File: src/rtl/vga_timing_if.sv
// Raster timing bundle from the timing generator to the pixel/colour stage.
//   DrawX, DrawY       : current raster position (10 bit)
//   blank              : 1 while the position is inside the visible area
//   hs, vs             : sync pulses aligned with DrawX/DrawY
//   hs_d, vs_d, blank_d: the same signals delayed for alignment at the encoder
//   frame_start        : one-clock pulse at (0,0)
//   line_start         : one-clock pulse at DrawX = 0
//   frame_cnt          : number of completed frames (16 bit, wraps)
interface vga_timing_if;
    logic [9:0]  DrawX;
    logic [9:0]  DrawY;
    logic        blank;
    logic        hs;
    logic        vs;
    logic        hs_d;
    logic        vs_d;
    logic        blank_d;
    logic        frame_start;
    logic        line_start;
    logic [15:0] frame_cnt;

    modport master (
        output DrawX, DrawY, blank, hs, vs, hs_d, vs_d, blank_d,
               frame_start, line_start, frame_cnt
    );

    modport slave (
        input  DrawX, DrawY, blank, hs, vs, hs_d, vs_d, blank_d,
               frame_start, line_start, frame_cnt
    );
endinterface

File: src/rtl/vga_timing_gen.sv
// VGA raster timing generator.
//   vga_clk : pixel clock, all logic on its rising edge
//   reset_n : synchronous active-low reset
//   vga     : vga_timing_if.master carrying position, blank, syncs, delayed
//             syncs/blank, frame/line strobes and the frame counter
//
// state    | meaning
// ---------+----------------------------------------------------------
// ST_RESET | held in reset; counters at (0,0), outputs inactive
// ST_RUN   | raster running; counters advance every clock
module vga_timing_gen #(
    parameter int H_VISIBLE  = 640,
    parameter int H_FP       = 16,
    parameter int H_SYNC     = 96,
    parameter int H_BP       = 48,
    parameter int V_VISIBLE  = 480,
    parameter int V_FP       = 10,
    parameter int V_SYNC     = 2,
    parameter int V_BP       = 33,
    parameter int SYNC_POL   = 0,
    parameter int PIPE_DELAY = 1
) (
    input  logic          vga_clk,
    input  logic          reset_n,
    vga_timing_if.master  vga
);

    localparam int H_TOTAL = H_VISIBLE + H_FP + H_SYNC + H_BP;
    localparam int V_TOTAL = V_VISIBLE + V_FP + V_SYNC + V_BP;

    generate
        if (H_TOTAL > 1024 || V_TOTAL > 1024 || H_TOTAL < 1 || V_TOTAL < 1) begin : g_bad_geometry
            $error("vga_timing_gen: H_TOTAL/V_TOTAL must be in 1..1024");
        end
        if (PIPE_DELAY < 0 || PIPE_DELAY > 4) begin : g_bad_delay
            $error("vga_timing_gen: PIPE_DELAY must be in 0..4");
        end
    endgenerate

    localparam logic [9:0] H_LAST     = 10'(H_TOTAL - 1);
    localparam logic [9:0] V_LAST     = 10'(V_TOTAL - 1);
    localparam logic [9:0] H_VIS      = 10'(H_VISIBLE);
    localparam logic [9:0] V_VIS      = 10'(V_VISIBLE);
    localparam logic [9:0] HS_START   = 10'(H_VISIBLE + H_FP);
    localparam logic [9:0] HS_END     = 10'(H_VISIBLE + H_FP + H_SYNC);
    localparam logic [9:0] VS_START   = 10'(V_VISIBLE + V_FP);
    localparam logic [9:0] VS_END     = 10'(V_VISIBLE + V_FP + V_SYNC);
    localparam logic       SYNC_ON    = (SYNC_POL != 0);
    localparam logic       SYNC_OFF   = ~SYNC_ON;

    typedef enum logic {ST_RESET, ST_RUN} state_t;

    state_t      state, state_nxt;
    logic [9:0]  x, y, x_nxt, y_nxt;
    logic [15:0] fcnt, fcnt_nxt;
    logic        blank_r, hs_r, vs_r, fs_r, ls_r;
    logic        blank_nxt, hs_nxt, vs_nxt, fs_nxt, ls_nxt;

    always_ff @(posedge vga_clk) begin
        if (!reset_n) begin
            state   <= ST_RESET;
            x       <= '0;
            y       <= '0;
            fcnt    <= '0;
            blank_r <= 1'b0;
            hs_r    <= SYNC_OFF;
            vs_r    <= SYNC_OFF;
            fs_r    <= 1'b0;
            ls_r    <= 1'b0;
        end else begin
            state   <= state_nxt;
            x       <= x_nxt;
            y       <= y_nxt;
            fcnt    <= fcnt_nxt;
            blank_r <= blank_nxt;
            hs_r    <= hs_nxt;
            vs_r    <= vs_nxt;
            fs_r    <= fs_nxt;
            ls_r    <= ls_nxt;
        end
    end

    // Outputs are decoded from the next counter values so that, once
    // registered, they line up with DrawX/DrawY in the same cycle.
    always_comb begin
        state_nxt = ST_RUN;
        x_nxt     = x;
        y_nxt     = y;
        fcnt_nxt  = fcnt;

        // Leaving reset holds the counters at (0,0) for the first RUN cycle.
        if (state == ST_RUN) begin
            if (x == H_LAST) begin
                x_nxt = '0;
                if (y == V_LAST) begin
                    y_nxt    = '0;
                    fcnt_nxt = fcnt + 16'd1;
                end else begin
                    y_nxt = y + 10'd1;
                end
            end else begin
                x_nxt = x + 10'd1;
            end
        end

        blank_nxt = (x_nxt < H_VIS) && (y_nxt < V_VIS);
        hs_nxt    = ((x_nxt >= HS_START) && (x_nxt < HS_END)) ? SYNC_ON : SYNC_OFF;
        vs_nxt    = ((y_nxt >= VS_START) && (y_nxt < VS_END)) ? SYNC_ON : SYNC_OFF;
        ls_nxt    = (x_nxt == 10'd0);
        fs_nxt    = (x_nxt == 10'd0) && (y_nxt == 10'd0);
    end

    assign vga.DrawX       = x;
    assign vga.DrawY       = y;
    assign vga.blank       = blank_r;
    assign vga.hs          = hs_r;
    assign vga.vs          = vs_r;
    assign vga.frame_start = fs_r;
    assign vga.line_start  = ls_r;
    assign vga.frame_cnt   = fcnt;

    generate
        if (PIPE_DELAY == 0) begin : g_no_delay
            assign vga.hs_d    = hs_r;
            assign vga.vs_d    = vs_r;
            assign vga.blank_d = blank_r;
        end else begin : g_delay
            logic [PIPE_DELAY-1:0] hs_pipe, vs_pipe, blank_pipe;

            // Reset flushes every stage so no stale pre-reset sync escapes.
            always_ff @(posedge vga_clk) begin
                if (!reset_n) begin
                    hs_pipe    <= {PIPE_DELAY{SYNC_OFF}};
                    vs_pipe    <= {PIPE_DELAY{SYNC_OFF}};
                    blank_pipe <= '0;
                end else begin
                    hs_pipe[0]    <= hs_r;
                    vs_pipe[0]    <= vs_r;
                    blank_pipe[0] <= blank_r;
                    for (int i = 1; i < PIPE_DELAY; i++) begin
                        hs_pipe[i]    <= hs_pipe[i-1];
                        vs_pipe[i]    <= vs_pipe[i-1];
                        blank_pipe[i] <= blank_pipe[i-1];
                    end
                end
            end

            assign vga.hs_d    = hs_pipe[PIPE_DELAY-1];
            assign vga.vs_d    = vs_pipe[PIPE_DELAY-1];
            assign vga.blank_d = blank_pipe[PIPE_DELAY-1];
        end
    endgenerate

endmodule

File: src/flat_wrapper.sv
// flat-port wrapper written by rule: the top's interface ports become plain ports
module vga_timing_gen_flat 
#(
    parameter int H_VISIBLE  = 640,
    parameter int H_FP       = 16,
    parameter int H_SYNC     = 96,
    parameter int H_BP       = 48,
    parameter int V_VISIBLE  = 480,
    parameter int V_FP       = 10,
    parameter int V_SYNC     = 2,
    parameter int V_BP       = 33,
    parameter int SYNC_POL   = 0,
    parameter int PIPE_DELAY = 1
)
  (vga_clk, reset_n, vga_DrawX, vga_DrawY, vga_blank, vga_hs, vga_vs, vga_hs_d, vga_vs_d, vga_blank_d, vga_frame_start, vga_line_start, vga_frame_cnt);
  vga_timing_if vga_i ();
  input  logic vga_clk;
  input  logic reset_n;
  output wire logic [$bits(vga_i.DrawX)-1:0] vga_DrawX;
  output wire logic [$bits(vga_i.DrawY)-1:0] vga_DrawY;
  output wire logic [$bits(vga_i.blank)-1:0] vga_blank;
  output wire logic [$bits(vga_i.hs)-1:0] vga_hs;
  output wire logic [$bits(vga_i.vs)-1:0] vga_vs;
  output wire logic [$bits(vga_i.hs_d)-1:0] vga_hs_d;
  output wire logic [$bits(vga_i.vs_d)-1:0] vga_vs_d;
  output wire logic [$bits(vga_i.blank_d)-1:0] vga_blank_d;
  output wire logic [$bits(vga_i.frame_start)-1:0] vga_frame_start;
  output wire logic [$bits(vga_i.line_start)-1:0] vga_line_start;
  output wire logic [$bits(vga_i.frame_cnt)-1:0] vga_frame_cnt;
  assign vga_DrawX = vga_i.DrawX;
  assign vga_DrawY = vga_i.DrawY;
  assign vga_blank = vga_i.blank;
  assign vga_hs = vga_i.hs;
  assign vga_vs = vga_i.vs;
  assign vga_hs_d = vga_i.hs_d;
  assign vga_vs_d = vga_i.vs_d;
  assign vga_blank_d = vga_i.blank_d;
  assign vga_frame_start = vga_i.frame_start;
  assign vga_line_start = vga_i.line_start;
  assign vga_frame_cnt = vga_i.frame_cnt;
  vga_timing_gen #(.H_VISIBLE(H_VISIBLE), .H_FP(H_FP), .H_SYNC(H_SYNC), .H_BP(H_BP), .V_VISIBLE(V_VISIBLE), .V_FP(V_FP), .V_SYNC(V_SYNC), .V_BP(V_BP), .SYNC_POL(SYNC_POL), .PIPE_DELAY(PIPE_DELAY)) u_core (.vga_clk(vga_clk), .reset_n(reset_n), .vga(vga_i));
endmodule
File: config.mk
export PLATFORM = sky130hd
export DESIGN_NAME = vga_timing_gen_flat
export DESIGN_NICKNAME = d
export VERILOG_FILES = /design/src/rtl/vga_timing_if.sv /design/src/rtl/vga_timing_gen.sv /design/src/flat_wrapper.sv
export SDC_FILE = /design/constraint.sdc
export NUM_CORES = 1
export LEC_CHECK = 0
export CORE_MARGIN = 4
export CORE_UTILIZATION = 40
export DETAILED_ROUTE_END_ITERATION = 16
export GPL_ROUTABILITY_DRIVEN = 0
export PLACE_DENSITY = 0.74
export SYNTH_ARGS = -nofsm -noshare
export SYNTH_HDL_FRONTEND = slang
export SYNTH_SLANG_ARGS = --single-unit
File: constraint.sdc
create_clock -name vga_clk -period 2.2 [get_ports vga_clk]
set_input_delay 0.44 -clock vga_clk [delete_from_list [all_inputs] [get_ports vga_clk]]
set_output_delay 0.44 -clock vga_clk [all_outputs]
set_load 0.03 [all_outputs]
=== Word level (Yosys, flattened, before mapping) ===
Index checks and enable logic that the tools add are counted.

* Add/subtract/negate cells: 3
* Magnitude comparators: 6
* Eq/ne operators: 2
* Mux-type cells: 8
* Reductions and logical operators: 7

{| class="wikitable"
|+ Operator list
! operator !! number
|-
| $mux 10 || 5
|-
| $add 10x1->10 const B || 2
|-
| $eq 10x10->1 const B || 2
|-
| $logic_not 10->1 || 2
|-
| $lt 10x10->1 const B || 2
|-
| $lt 10x9->1 const B || 2
|-
| $add 16x1->16 const B || 1
|-
| $ge 10x10->1 const B || 1
|-
| $ge 10x9->1 const B || 1
|-
| $logic_and 1x1->1 || 4
|-
| $mux 1 || 3
|-
| $reduce_and 3->1 || 1
|}

* Register bits after elaboration: 45
* Bits of input ports: 2
* Output and inout bits: 44
* Word-level logic and storage cells: 38

=== Longest topological paths before layout ===
* Depth after elaboration: 7
* Gate-level depth with buffers: 9
* Depth with buffers taken out: 8

=== Least setup slack after synthesis ===
No wires, ideal clock.

* Path type: flip-flop to flip-flop
* Start point: register u_core.x[0] (netlist: u_core.vga.DrawX[0])
* End point: register u_core.fcnt[9] (netlist: u_core.vga.frame_cnt[9])
* Library setup time: 0.128 ns
* Data arrival time: 2.327 ns
* Data required time: 2.072 ns
* Setup slack: -0.255 ns
* Stages on the path, launching flop included: 10
* Buffers on the path: 2
* Clock period less this slack: 2.455 ns
* Cell sequence: dfxtp_1 ha_1 and2_1 clkbuf_1 nand4_1 buf_2 nor4_2 nand4_1 xor2_1 nor2_1

* Word-level cells in the longest chain between the ends: 2

{| class="wikitable"
|+ RTL lines
! what !! line !! text
|-
| from (decl) || vga_timing_gen.sv:54 || <nowiki>logic [9:0] x, y, x_nxt, y_nxt;</nowiki>
|-
| from (signal assigned) || vga_timing_gen.sv:72 || <nowiki>x <= x_nxt;</nowiki>
|-
| $eq 10x10->1 || vga_timing_gen.sv:93 || <nowiki>if (x == H_LAST) begin</nowiki>
|-
| $reduce_and 3->1 (no source line) || - ||
|-
| to (signal assigned) || vga_timing_gen.sv:74 || <nowiki>fcnt <= fcnt_nxt;</nowiki>
|-
| to (decl) || vga_timing_gen.sv:55 || <nowiki>logic [15:0] fcnt, fcnt_nxt;</nowiki>
|}

Every way passes these cells.
A chain may end at the register's enable or synchronous reset.

=== Final worst setup path ===
* Start point: register u_core.x[7] (netlist: u_core.vga.DrawX[7])
* End point: register u_core.vs_r (netlist: u_core.vga.vs)

* Word-level cells in the longest chain between the ends: 6
* Elaborated cells between the ends (all ways): 7
* Those cells by class: order compare: 2; eq/ne: 1; mux: 3; reduce/logical: 1

{| class="wikitable"
|+ RTL lines
! what !! line !! text
|-
| $eq 10x10->1 (*) || vga_timing_gen.sv:93 ||
|-
| $mux 10 (*) || vga_timing_gen.sv:93 ||
|-
| $mux 10 (*) || vga_timing_gen.sv:92 || <nowiki>if (state == ST_RUN) begin</nowiki>
|-
| $ge 10x9->1 / $lt 10x9->1 (equally long branches) || vga_timing_gen.sv:108 || <nowiki>vs_nxt = ((y_nxt >= VS_START) && (y_nxt < VS_END)) ? SYNC_ON : SYNC_OFF;</nowiki>
|-
| $logic_and 1x1->1 (*) || vga_timing_gen.sv:108 ||
|-
| $mux 1 (*) || vga_timing_gen.sv:108 ||
|-
| to (signal assigned) || vga_timing_gen.sv:77 || <nowiki>vs_r <= vs_nxt;</nowiki>
|-
| to (decl) || vga_timing_gen.sv:56 || <nowiki>logic blank_r, hs_r, vs_r, fs_r, ls_r;</nowiki>
|}

Mark *: on every way between the ends. The rest lies on a longest branch, timed or not.

==> results.yml <==
status:
  status: "complete, no violations"
yosys:
  synth_commonest_cells: "dfxtp_1 (45), nor2_1 (37), nand2_1 (25), xor2_1 (20), nand3_1 (15)"
  synth_cells: 274
  syn-cell-area_sq_mm: 0.00231
  synth_mux_area_share_pct: 1.36
  yosys.area.top_type_share_pct: 39.0
  avgSynthCellArea_sq_um: 8.42
  yosys.area.top_type: "dfxtp_1"
  ys_async_sr_fraction_pct: 0
  synth_top_family_by_area: "simple AND/OR/NAND/NOR gates"
  synth_edf_count: 0
  synth_area_leaders: "dfxtp_1 (39%), xor2_1 (7.6%), nor2_1 (6.0%)"
  yosysMostFrequentCell: "dfxtp_1"
  synth-xor-area-share_pct: 10.2
  syn-num-nets: 280
  synth.distinct_cells: 47
  synth_ff_type: "dfxtp_1"
  synthSimpleGateAreaFrac_pct: 32.5
  ys_ff_latch: 45
  synth-seq-area-share_pct: 39.0
  synth-compound-area-share_pct: 10.6
  synthAdderAreaFrac_pct: 2.17
  yosysWarnings: 0
route:
  detail-route-antenna-nets: 0
  routedWlPerCell_um: 14.6
  drc_errors: 0
  vias_per_cell: 5.45
  wl_um: 5920
  dr_total_vias: 2212
  drt_pre_antenna_iters: 4
  drt_iter0_markers: 190
worst_setup_path:
  crit_arrival_ns: 2.28
  critPathKind: "register to register"
  cp-end-kind: "register"
  worstSetupStartpointType: "register"
  reg2reg_slack_ns: 0.10
  crit-reg2reg-launch: "u_core.vga.DrawX[7]"
  worstRegToRegCells: 7
  cp_max_fo: 4
  cp-endpoint: "u_core.vga.vs"
  crit_start: "u_core.vga.DrawX[7]"
  reg2reg_to: "u_core.vga.vs"
  crit_required_ns: 2.39
global_route:
  grt_max_degree: 14
  grt-ovfl-total: 0
  antenna_found_initial: 0
  grt_pass1_wl_um: 9780
  grt_pass1_vias: 2031
  track_usage_pct: 16.9
floorplanning:
  pin_count: 46
  std_cell_rows: 27
  die-height_um: 83.9
  dieArea_sq_mm: 0.00705
  initial_core_util_pct: 41.6
  core-area_sq_mm: 0.00554
  die_x_um: 83.9
cells_and_area:
  seqCellArea_sq_um: 907
  antenna_cells: 0
  final_cells: 406
  syn2layout_area_growth_pct: 35.4
  design_area_sq_mm: 0.00312
  fillers: 518
  layout-drive-gt1-share_pct: 16.8
  largest_reg_flops: 16
  multi_input_area_sq_mm: 0.00137
  utilization_pct: 56.4
  nets: 339
sta:
  period_needed_ns: 2.10
  finalCritPeriodShare_pct: 95.4
  finClkSkew_ns: 0.00511
  fin_setup_tns_ns: 0
  hold_viol: 0
  worstMarginPinSlew_ns: 0.454
  maxSlewViolCount: 0
  slew_headroom_pct: 69.6
  timing.fmax_mhz: 476
  finalHoldWorstSlack_ns: 0.439
  fin_ws_ns: 0.101
  setup_viol: 0
cts:
  cts_tree: "built"
  htree_levels: 2
  clk_pin_slew_ns: 0.08
  clk_latency_ns: 0.30
  clockBufferDepth: 2
  numCtsBuffers: 5
  cts-root-buf: "clkbuf_8"
  cts.sinks: 45
  cts_hold_buf: 0
flow_run:
  drv_cap: 0
place:
  place.port_buffers: 45
  dpl.hpwl_um: 4380
  dp.cells: 397
  dpl_cell_area_sq_mm: 0.00297
  dp_slack_ns: 0.0461
power_and_ir_drop:
  vdd_drop_max_v: 0.000427
  leakagePower_nw: 1.20
  powerDensity_mw_per_mm2: 499
  power.total_mw: 1.56
min_path:
  hold_class: "register to register"
-- placed cells by master, fill, tap and decap left out, types with 5 or more instances in the layout --
| master | instances |
|---|---|
| nand4_1 | 14 |
| xor2_1 | 18 |
| nor2_1 | 37 |
| a21oi_1 | 12 |
| nor3_1 | 8 |
| dfxtp_2 | 5 |
| clkdlybuf4s50_1 | 45 |
| xnor2_1 | 5 |
| and2_1 | 7 |
| nand2_1 | 24 |
| and3_1 | 6 |
| dfxtp_1 | 40 |
| nand3_1 | 14 |
| buf_4 | 23 |
| inv_1 | 5 |
| o21ai_0 | 9 |
| clkbuf_8 | 6 |
-- critical path, stage by stage (launching register included) --
cell and delay [ns]:
dfxtp_2 0.33, or4b_4 0.59, nor4_4 0.24, buf_4 0.17
nand3_1 0.08, xor2_1 0.18, nor4b_2 0.28, nand3b_1 0.10
-- worst min-delay path by stage --
stage                              from               to  slack [ns]  cells past startpoint
after floorplan                 reset_n     u_core.state        0.47                      0
after global placement    u_core.vga.hs  u_core.vga.hs_d        0.42                      1
after detailed placement  u_core.vga.hs  u_core.vga.hs_d        0.42                      1
after CTS                 u_core.vga.vs  u_core.vga.vs_d        0.45                      1
after global routing      u_core.vga.hs  u_core.vga.hs_d        0.49                      1
final                     u_core.vga.vs  u_core.vga.vs_d        0.44                      1
-- report_power, final --
group | internal [mW] | switching [mW]
logic | 0.0301 | 0.0434
registers | 0.823 | 0.00886
clock network | 0.370 | 0.282
total | 1.22 | 0.334
-- layer usage --
layer	global-route usage (%)	wire length [um]
met1	21.6	2600
met2	27.3	2730
met3	5.53	520
met4	4.53	64
met5	0	0
-- cell type report --
class | instances | area share (%)
multi-input cells | 208 | 43.8
flip-flops and latches | 45 | 29.0
repair buffers | 68 | 20.0
well taps | 72 | 2.88
clock buffers | 7 | 2.76
clock inverters | 1 | 0.962
inverters | 5 | 0.601
-- logic make-up after synthesis --
family | Yosys count
AO/OA/AOI/OAI | 39
XOR/XNOR | 26
adder cells (fa/ha/maj) | 4
buffers and inverters | 21
flip-flops | 45
multiplexers | 3
AND/OR/NAND/NOR | 136
-- what timing repair did --
action / 4_1_cts / 5_1_grt
endpoints found under the setup margin: 0 / 4
endpoints found under the hold margin: 0 / 0
buffers inserted: 0 / 1
gates resized for setup: 0 / 7
Power figures use the tool's default switching activity.
